**src/rtl/fifo_burst_reader.sv**
```systemverilog
// fifo_burst_reader
//   Read-side controller for a synchronous FIFO with a registered read
//   pipeline. Watches the FIFO fill level, pops fixed-length bursts (or a
//   short burst of whatever is left after FLUSH), absorbs the FIFO read
//   latency in a small circular skid buffer and presents the words on a
//   valid/ready stream with a burst-last marker.
//
// Ports
//   CLK         sole clock, rising edge
//   RESET       synchronous, active-high reset
//   FIFO_EMPTY  FIFO empty flag
//   FIFO_RDCNT  words currently held in the FIFO
//   FIFO_Q      FIFO read data, valid RD_LATENCY cycles after FIFO_RE
//   FIFO_RE     FIFO read enable, one word per high cycle
//   FLUSH       pulse: drain a short burst when fewer than BURST_LEN remain
//   M_DATA      stream data (zero while M_VALID is low)
//   M_VALID     stream valid
//   M_READY     stream ready
//   M_LAST      final word of the current burst, qualified by M_VALID
//   BUSY        high while a burst is in progress or the buffer holds words
//   BURST_CNT   completed bursts, counted on the M_LAST handshake, wraps
module fifo_burst_reader #(
   parameter int DATA_WIDTH = 32,
   parameter int CNT_WIDTH  = 10,
   parameter int RD_LATENCY = 2,
   parameter int BURST_LEN  = 16,
   parameter int SKID_DEPTH = 4
) (
   input  logic                  CLK,
   input  logic                  RESET,
   input  logic                  FIFO_EMPTY,
   input  logic [CNT_WIDTH-1:0]  FIFO_RDCNT,
   input  logic [DATA_WIDTH-1:0] FIFO_Q,
   output logic                  FIFO_RE,
   input  logic                  FLUSH,
   output logic [DATA_WIDTH-1:0] M_DATA,
   output logic                  M_VALID,
   input  logic                  M_READY,
   output logic                  M_LAST,
   output logic                  BUSY,
   output logic [15:0]           BURST_CNT
);

   localparam int OCC_W = $clog2(SKID_DEPTH + 1);
   localparam int PTR_W = (SKID_DEPTH > 1) ? $clog2(SKID_DEPTH) : 1;
   localparam int IFL_W = $clog2(RD_LATENCY + 1);
   localparam int SUM_W = OCC_W + 1;

   typedef enum logic [1:0] {IDLE, BURST, DRAIN} state_t;

   state_t                  state;
   logic [CNT_WIDTH-1:0]    remaining;
   logic                    flush_pend;
   logic                    flush_active;

   logic [RD_LATENCY-1:0]   rd_vld_p;
   logic [RD_LATENCY-1:0]   rd_last_p;
   logic [IFL_W-1:0]        inflight;

   logic [DATA_WIDTH-1:0]   buf_data [SKID_DEPTH];
   logic [SKID_DEPTH-1:0]   buf_last;
   logic [PTR_W-1:0]        head;
   logic [PTR_W-1:0]        tail;
   logic [OCC_W-1:0]        occ;
   logic [15:0]             burst_cnt;

   logic                    re;
   logic                    credit_ok;
   logic                    push;
   logic                    pop;

   function automatic logic [PTR_W-1:0] ptr_next(input logic [PTR_W-1:0] p);
      return (p == PTR_W'(SKID_DEPTH - 1)) ? '0 : p + 1'b1;
   endfunction

   always_comb begin
      inflight = '0;
      for (int i = 0; i < RD_LATENCY; i++)
         inflight = inflight + IFL_W'(rd_vld_p[i]);
   end

   // Credit counts every requested word not yet popped, and ignores a
   // same-cycle pop so FIFO_RE never depends on M_READY.
   assign credit_ok = (SUM_W'(occ) + SUM_W'(inflight)) < SUM_W'(SKID_DEPTH);
   assign re        = (state == BURST) && (remaining != '0) && !FIFO_EMPTY && credit_ok;
   assign push      = rd_vld_p[RD_LATENCY-1];
   assign pop       = M_VALID && M_READY;

   assign FIFO_RE   = re;
   assign M_VALID   = (occ != '0);
   assign M_DATA    = M_VALID ? buf_data[head] : '0;
   assign M_LAST    = M_VALID && buf_last[head];
   assign BUSY      = (state != IDLE) || M_VALID;
   assign BURST_CNT = burst_cnt;

   // Burst control
   always_ff @(posedge CLK) begin
      if (RESET) begin
         state        <= IDLE;
         remaining    <= '0;
         flush_pend   <= 1'b0;
         flush_active <= 1'b0;
      end else begin
         if (FLUSH && !flush_active)
            flush_pend <= 1'b1;
         case (state)
            IDLE: begin
               if (FIFO_RDCNT >= CNT_WIDTH'(BURST_LEN)) begin
                  state        <= BURST;
                  remaining    <= CNT_WIDTH'(BURST_LEN);
                  flush_pend   <= 1'b0;
                  flush_active <= 1'b0;
               end else if (flush_pend && (FIFO_RDCNT != '0)) begin
                  state        <= BURST;
                  remaining    <= FIFO_RDCNT;
                  flush_pend   <= 1'b0;
                  flush_active <= 1'b1;
               end
            end
            BURST: begin
               if (re) begin
                  remaining <= remaining - 1'b1;
                  if (remaining == CNT_WIDTH'(1))
                     state <= DRAIN;
               end
            end
            DRAIN: begin
               if (inflight == '0) begin
                  state        <= IDLE;
                  flush_active <= 1'b0;
               end
            end
            default: state <= IDLE;
         endcase
      end
   end

   // Read pipeline: mirrors the FIFO read latency, one stage per cycle
   always_ff @(posedge CLK) begin
      if (RESET) begin
         rd_vld_p <= '0;
      end else begin
         rd_vld_p[0] <= re;
         for (int i = 1; i < RD_LATENCY; i++)
            rd_vld_p[i] <= rd_vld_p[i-1];
      end
   end

   always_ff @(posedge CLK) begin
      rd_last_p[0] <= re && (remaining == CNT_WIDTH'(1));
      for (int i = 1; i < RD_LATENCY; i++)
         rd_last_p[i] <= rd_last_p[i-1];
   end

   // Skid buffer: capture at the pipeline output, pop at the stream handshake
   always_ff @(posedge CLK) begin
      if (push) begin
         buf_data[tail] <= FIFO_Q;
         buf_last[tail] <= rd_last_p[RD_LATENCY-1];
      end
   end

   always_ff @(posedge CLK) begin
      if (RESET) begin
         head      <= '0;
         tail      <= '0;
         occ       <= '0;
         burst_cnt <= '0;
      end else begin
         if (push)
            tail <= ptr_next(tail);
         if (pop)
            head <= ptr_next(head);
         case ({push, pop})
            2'b10:   occ <= occ + 1'b1;
            2'b01:   occ <= occ - 1'b1;
            default: occ <= occ;
         endcase
         if (pop && M_LAST)
            burst_cnt <= burst_cnt + 16'd1;
      end
   end

   a_no_overflow: assert property (@(posedge CLK) disable iff (RESET)
      !(push && !pop && (occ == OCC_W'(SKID_DEPTH))));

endmodule

```
**config.mk**
```make
export PLATFORM = sky130hd
export DESIGN_NAME = fifo_burst_reader
export DESIGN_NICKNAME = d
export VERILOG_FILES = /design/src/rtl/fifo_burst_reader.sv
export SDC_FILE = /design/constraint.sdc
export NUM_CORES = 1
export LEC_CHECK = 0
export ABC_AREA = 1
export BUFFER_PORTS_ARGS = -buffer_cell sky130_fd_sc_hd__buf_4
export CAP_MARGIN = 20
export CELL_PAD_IN_SITES_DETAIL_PLACEMENT = 1
export CELL_PAD_IN_SITES_GLOBAL_PLACEMENT = 1
export CORE_MARGIN = 1.5
export CORE_UTILIZATION = 40
export DETAILED_ROUTE_END_ITERATION = 6
export GPL_TIMING_DRIVEN = 1
export PLACE_DENSITY = 0.7
export SKIP_LAST_GASP = 1
export SLEW_MARGIN = 10
export SYNTH_ARGS = -nofsm -noshare
export SYNTH_HDL_FRONTEND = slang
export SYNTH_SLANG_ARGS = --single-unit
```
**constraint.sdc**
```tcl
create_clock -name CLK -period 2.1 [get_ports CLK]
set_input_delay 0.42 -clock CLK [delete_from_list [all_inputs] [get_ports CLK]]
set_output_delay 0.42 -clock CLK [all_outputs]
set_load 0.005 [all_outputs]
```
Word level (Yosys, flattened, before mapping)
Memory sizes are Yosys's and may differ from the RTL's. A register that Yosys moved wholly into a read port is not among the register bits.
Cells that the tools add are included.
{"block": "word_totals", "register_bits": 45, "ramBits": 128, "input_bits": 47, "out_inout_bits": 52, "word_cells": 92, "mem_count": 1}
{"block": "classes", "n_addsub": 8, "n_lt_le_gt_ge": 5, "eq_ne": 11, "mux": 31, "reduce_logical": 25}
{"memory": "buf_data", "words": 4, "word_bits": 32, "read_ports": 1, "rd_clocked_by_memory_dff": 1, "write_ports": 1, "line_no": "60", "source": "logic [DATA_WIDTH-1:0] buf_data [SKID_DEPTH];"}
{"op": "$mux 32", "n": 1}
{"op": "$mux 10", "n": 3}
{"op": "$pmux 10 s2", "n": 1}
{"op": "$reduce_bool 10->1", "n": 2}
{"op": "$mux 2", "n": 9}
{"op": "$add 16x1->16 const B", "n": 1}
{"op": "$mux 1", "n": 11}
{"op": "$eq 10x1->1 const B", "n": 1}
{"op": "$ge 10x5->1 const B", "n": 1}
{"op": "$logic_and 1x1->1", "n": 10}
{"op": "$sub 10x1->10 const B", "n": 1}
{"op": "$eq 2x2->1 const B", "n": 4}
{"op": "$reduce_bool 2->1", "n": 4}
{"op": "$lt 2x3->1 const B", "n": 2}
{"op": "$pmux 2 s3", "n": 1}
{"op": "$pmux 3 s2", "n": 1}
{"op": "$reduce_and 3->1", "n": 2}
{"op": "$add 2x1->2 const B", "n": 2}
{"op": "$add 3x2->4", "n": 1}
{"op": "$bwmux 4", "n": 1}
{"op": "$eq 2x1->1 const B", "n": 2}
{"op": "$logic_not 2->1", "n": 2}
{"op": "$lt 4x3->1 const B", "n": 1}
{"op": "$ne 2x2->1 const B", "n": 2}
{"op": "13 further kinds", "n": 14}

Longest topological paths before layout
{"block": "depth", "ltp_word": 6, "ltp_mapped": 11, "mapped_depth_nobuf": 11}

Worst setup path before layout
OpenSTA, ideal clock, no wires.
{"block": "synth_path", "path_kind": "reg-to-reg", "start": "register occ[0]", "end": "register occ[2]", "setup_ns": 0.122, "arrival_time_ns": 1.616, "t_required_ns": 1.978, "path_slack_ns": 0.362, "path_stages_with_launch": 10, "path_buffers": 0, "synth_period_minus_slack_ns": 1.738, "path_cell_list": "dfxtp_1 nor3_4 nor2_1 ha_1 inv_1 fa_1 a21oi_1 o21ai_0 o21ai_0 a21oi_1"}
{"block": "synth_between", "elab_chain_len": 4, "word_cells_on_any_way": 8, "classes_between": "2 x add/sub; 2 x eq/ne; 1 x mux; 3 x reduce/logical"}
{"element": "start: declaration", "line_no": "64", "source": "logic [OCC_W-1:0] occ;"}
{"element": "start signal: assignment", "line_no": "175", "source": "2'b10: occ <= occ + 1'b1;"}
{"element": "start signal: assignment", "line_no": "176", "source": "2'b01: occ <= occ - 1'b1;"}
{"element": "parallel branches: the longest is 4 deep, another holds $sub 3x1->3"}
Several ways; the timed one is not identified.
A chain may end at the register's enable or synchronous reset.

==> flow_summary.toml <==
[layout]
syn_to_final_growth_pct = 27.8
design_area_mm2 = 0.00960
drive_gt1_share_pct = 24.7
diodes = 0
layout.nets = 941

[run_status]
violations = "setup timing"
status = "finished, violations left"

[sta]
final.period_utilization_pct = 102
worst_slew_pin_slew_ns = 0.634
timing.slew.headroom_pct = 57.7
hold_viol = 0
fmax_mhz = 465
finalWorstSetupSlack_ns = -0.0510
finClkSkew_ns = 0.0108
drv_slew = 0
final.min_clock_period_ns = 2.15
rsz0062_at_grt = "yes"
setup_violations = 11

[clocking]
clock_sinks = 175
cts_buffers = 17
path_clk_slew_ns = 0.07
cts_tree = "yes"
postCtsHoldBufs = 0
cts_max_level = 4
clock_latency_ns = 0.43
clockBufferDepth = 2
cts-root-buf = "clkbuf_16"

[placed_design]
dp_slack_ns = 0.127
portBuffers = 98
gp_congestion = 0.844
place_area_mm2 = 0.00857
hpwlAfterDp_um = 12500

[floorplan]
io_pins = 99
die_w_um = 140
start_util_pct = 41.2
dieArea_mm2 = 0.0196
core_area_mm2 = 0.0182
die_h_um = 140
rows = 49

[synthesis]
ys_warn_count = 0
syn_inst = 756
async_reset_ff_share_pct = 0
synth-edff-count = 132
synth_area_mm2 = 0.00751
syn_avg_cell_area_um2 = 9.94
ys.flop_type = "edfxtp_1"
yosysUniqueCellTypes = 34
ys_ff_latch = 175
synth.net_count = 817
ys_seq_area_share_pct = 64.2

[pwr]
p_per_area_mw_per_mm2 = 1070
p_leak_nw = 3.66
ir_drop_mv = 0.610

[critical_path]
worstPathMaxFanout = 12
cp.required_ns = 1.68
path_class = "reg -> out"
end_kind = "output port"
cp.arrival_ns = 1.73
start_kind = "flip-flop"

[route]
drc = 0
first_iter_violations = 224
postRouteWirelength_um = 20400
antenna_left = 0
vias = 5866
wire_per_inst_um = 18.2
viasPerCell = 5.23
first_pass_iters = 4

[global_routing]
grt_pass1_vias = 6086
gr-total-overflow = 0
grt_max_degree = 43
grt_pass1_wl_um = 31000
antenna_found_initial = 0
grtUsageTotal_pct = 20.2

[min_path]
hold_path_class = "in -> reg"

[run]
maxCapViolCount = 0
## worst max-delay path, cell delays in order, from the launching register on
cell and delay (ns):
dfxtp_4 0.40, buf_4 0.13, buf_12 0.12, nor2_1 0.05
nor2_1 0.14, o21ai_2 0.10, a21oi_2 0.21, buf_4 0.14
## routing by layer
metal  wire length, µm  GRT usage [%]  part of all wire [%]
met1              8440           23.8                    41
met2             10900           37.2                    54
met3               800           4.55                   3.9
met4               240           5.10                   1.2
met5                 0              0                     0
## metrics by stage
step                      util [%]  hold WS (ns)  total power (W)  std cells  setup TNS [ns]
after detailed placement      47.1         0.313          0.00675       1072               0
after global routing          52.7         0.171           0.0108       1122           -1.75
after CTS                     50.6         0.176          0.00980       1108        -0.00902
final                         52.7         0.190           0.0103       1122          -0.164
after global placement        47.1         0.314          0.00664       1072               0
after floorplan                  -         0.310          0.00549        756               0
## final timing paths
path / to / slack, ns / from / cells after the start
worst max-delay path: M_DATA[21] / -0.05 / flip-flop / 7
worst min-delay path: buf_data[2][18]$_DFFE_PP_ / 0.19 / FIFO_Q[18] / 1
worst max register to register: occ[2]$_SDFFE_PP0P_ / 0.14 / occ[0]$_SDFFE_PP0P_ / 9
worst min register to register: rd_last_p[1]$_DFF_P_ / 0.33 / rd_last_p[0]$_DFF_P_ / 0
## Yosys cell counts (all sizes together) (2+ instances only)
cell / number / area, µm²
inv: 47 / 176
edfxtp: 132 / 3960
o21ai: 88 / 440
nand3: 31 / 165
nor2: 188 / 733
xor2: 2 / 17.5
buf: 10 / 55.1
clkinv: 2 / 7.51
nand2: 105 / 419
a21oi: 59 / 295
ha: 13 / 163
nand4: 3 / 18.8
dfxtp: 43 / 861
clkbuf: 19 / 71.3
xnor2: 3 / 26.3
nor3: 4 / 31.3
## sequential cells by signal (all words and copies together), names as in the netlist, named ones only
register,flops
BURST_CNT,16
buf_data,128
buf_last,4
flush_active,1
flush_pend,1
head,2
occ,3
rd_last_p,2
rd_vld_p,2
remaining,10
state,2
tail,2
## area by class of cell
| class | instances | area (µm²) |
|---|---|---|
| clock buffers | 18 | 429 |
| multi-input cells | 503 | 2540 |
| repair buffers | 134 | 1190 |
| well taps | 229 | 287 |
| clock inverters | 14 | 120 |
| fillers | 2017 | 8610 |
| flip-flops and latches | 175 | 4840 |
| inverters | 49 | 190 |
## kinds of logic after synthesis
group	Yosys count	share of synthesized area [%]
AOI/OAI and AO/OA	150	10.1
xor gates and xnor gates	5	0.583
adders and majority gates	14	2.43
buffers and inverters	78	4.13
DFF	175	64.2
and+or+nand+nor	334	18.5
## layout by cell type (no fill, tap or decap), types with 2 or more instances in the layout
master      Yosys  layout
o21ai_1         1      20
buf_4           1     118
nand4_1         3       3
nor2_2          2       3
inv_1          45      42
dfxtp_2         0       3
nand3_1        29      28
dfxtp_4         0       3
xor2_1          2       2
nand2_1       101     100
a21oi_1        59      51
nor3_1          3       3
nor2_1        183     181
o21ai_0        87      49
buf_6           1       4
inv_6           0       6
inv_2           2       4
a21oi_2         0       8
nand2_4         3       3
ha_1           13      11
o21ai_2         0      16
nand2_2         1       2
edfxtp_1      132     132
nand3_2         2       3
clkbuf_16       0      22
clkinv_1        2       3
nor2_4          3       4
xnor2_1         3       3
dfxtp_1        43      37
o21ai_4         0       3
buf_12          0       6
clkinvlp_4      0       3
ha_4            0       2
inv_8           0       4
## where the power goes
group / internal [W] / switching, W / total, W
registers: 0.00383 / 0.000130 / 0.00396
clock network: 0.00156 / 0.00142 / 0.00298
logic: 0.00145 / 0.00193 / 0.00338
total: 0.00684 / 0.00347 / 0.0103
## what timing repair did
item	4_1_cts	5_1_grt
cloned	0	8
pin swaps	4	19
resized for setup	18	83
setup buffers	4	6
endpoints found under the setup margin	36	21
Note: power is estimated with default switching activity, not from simulation.
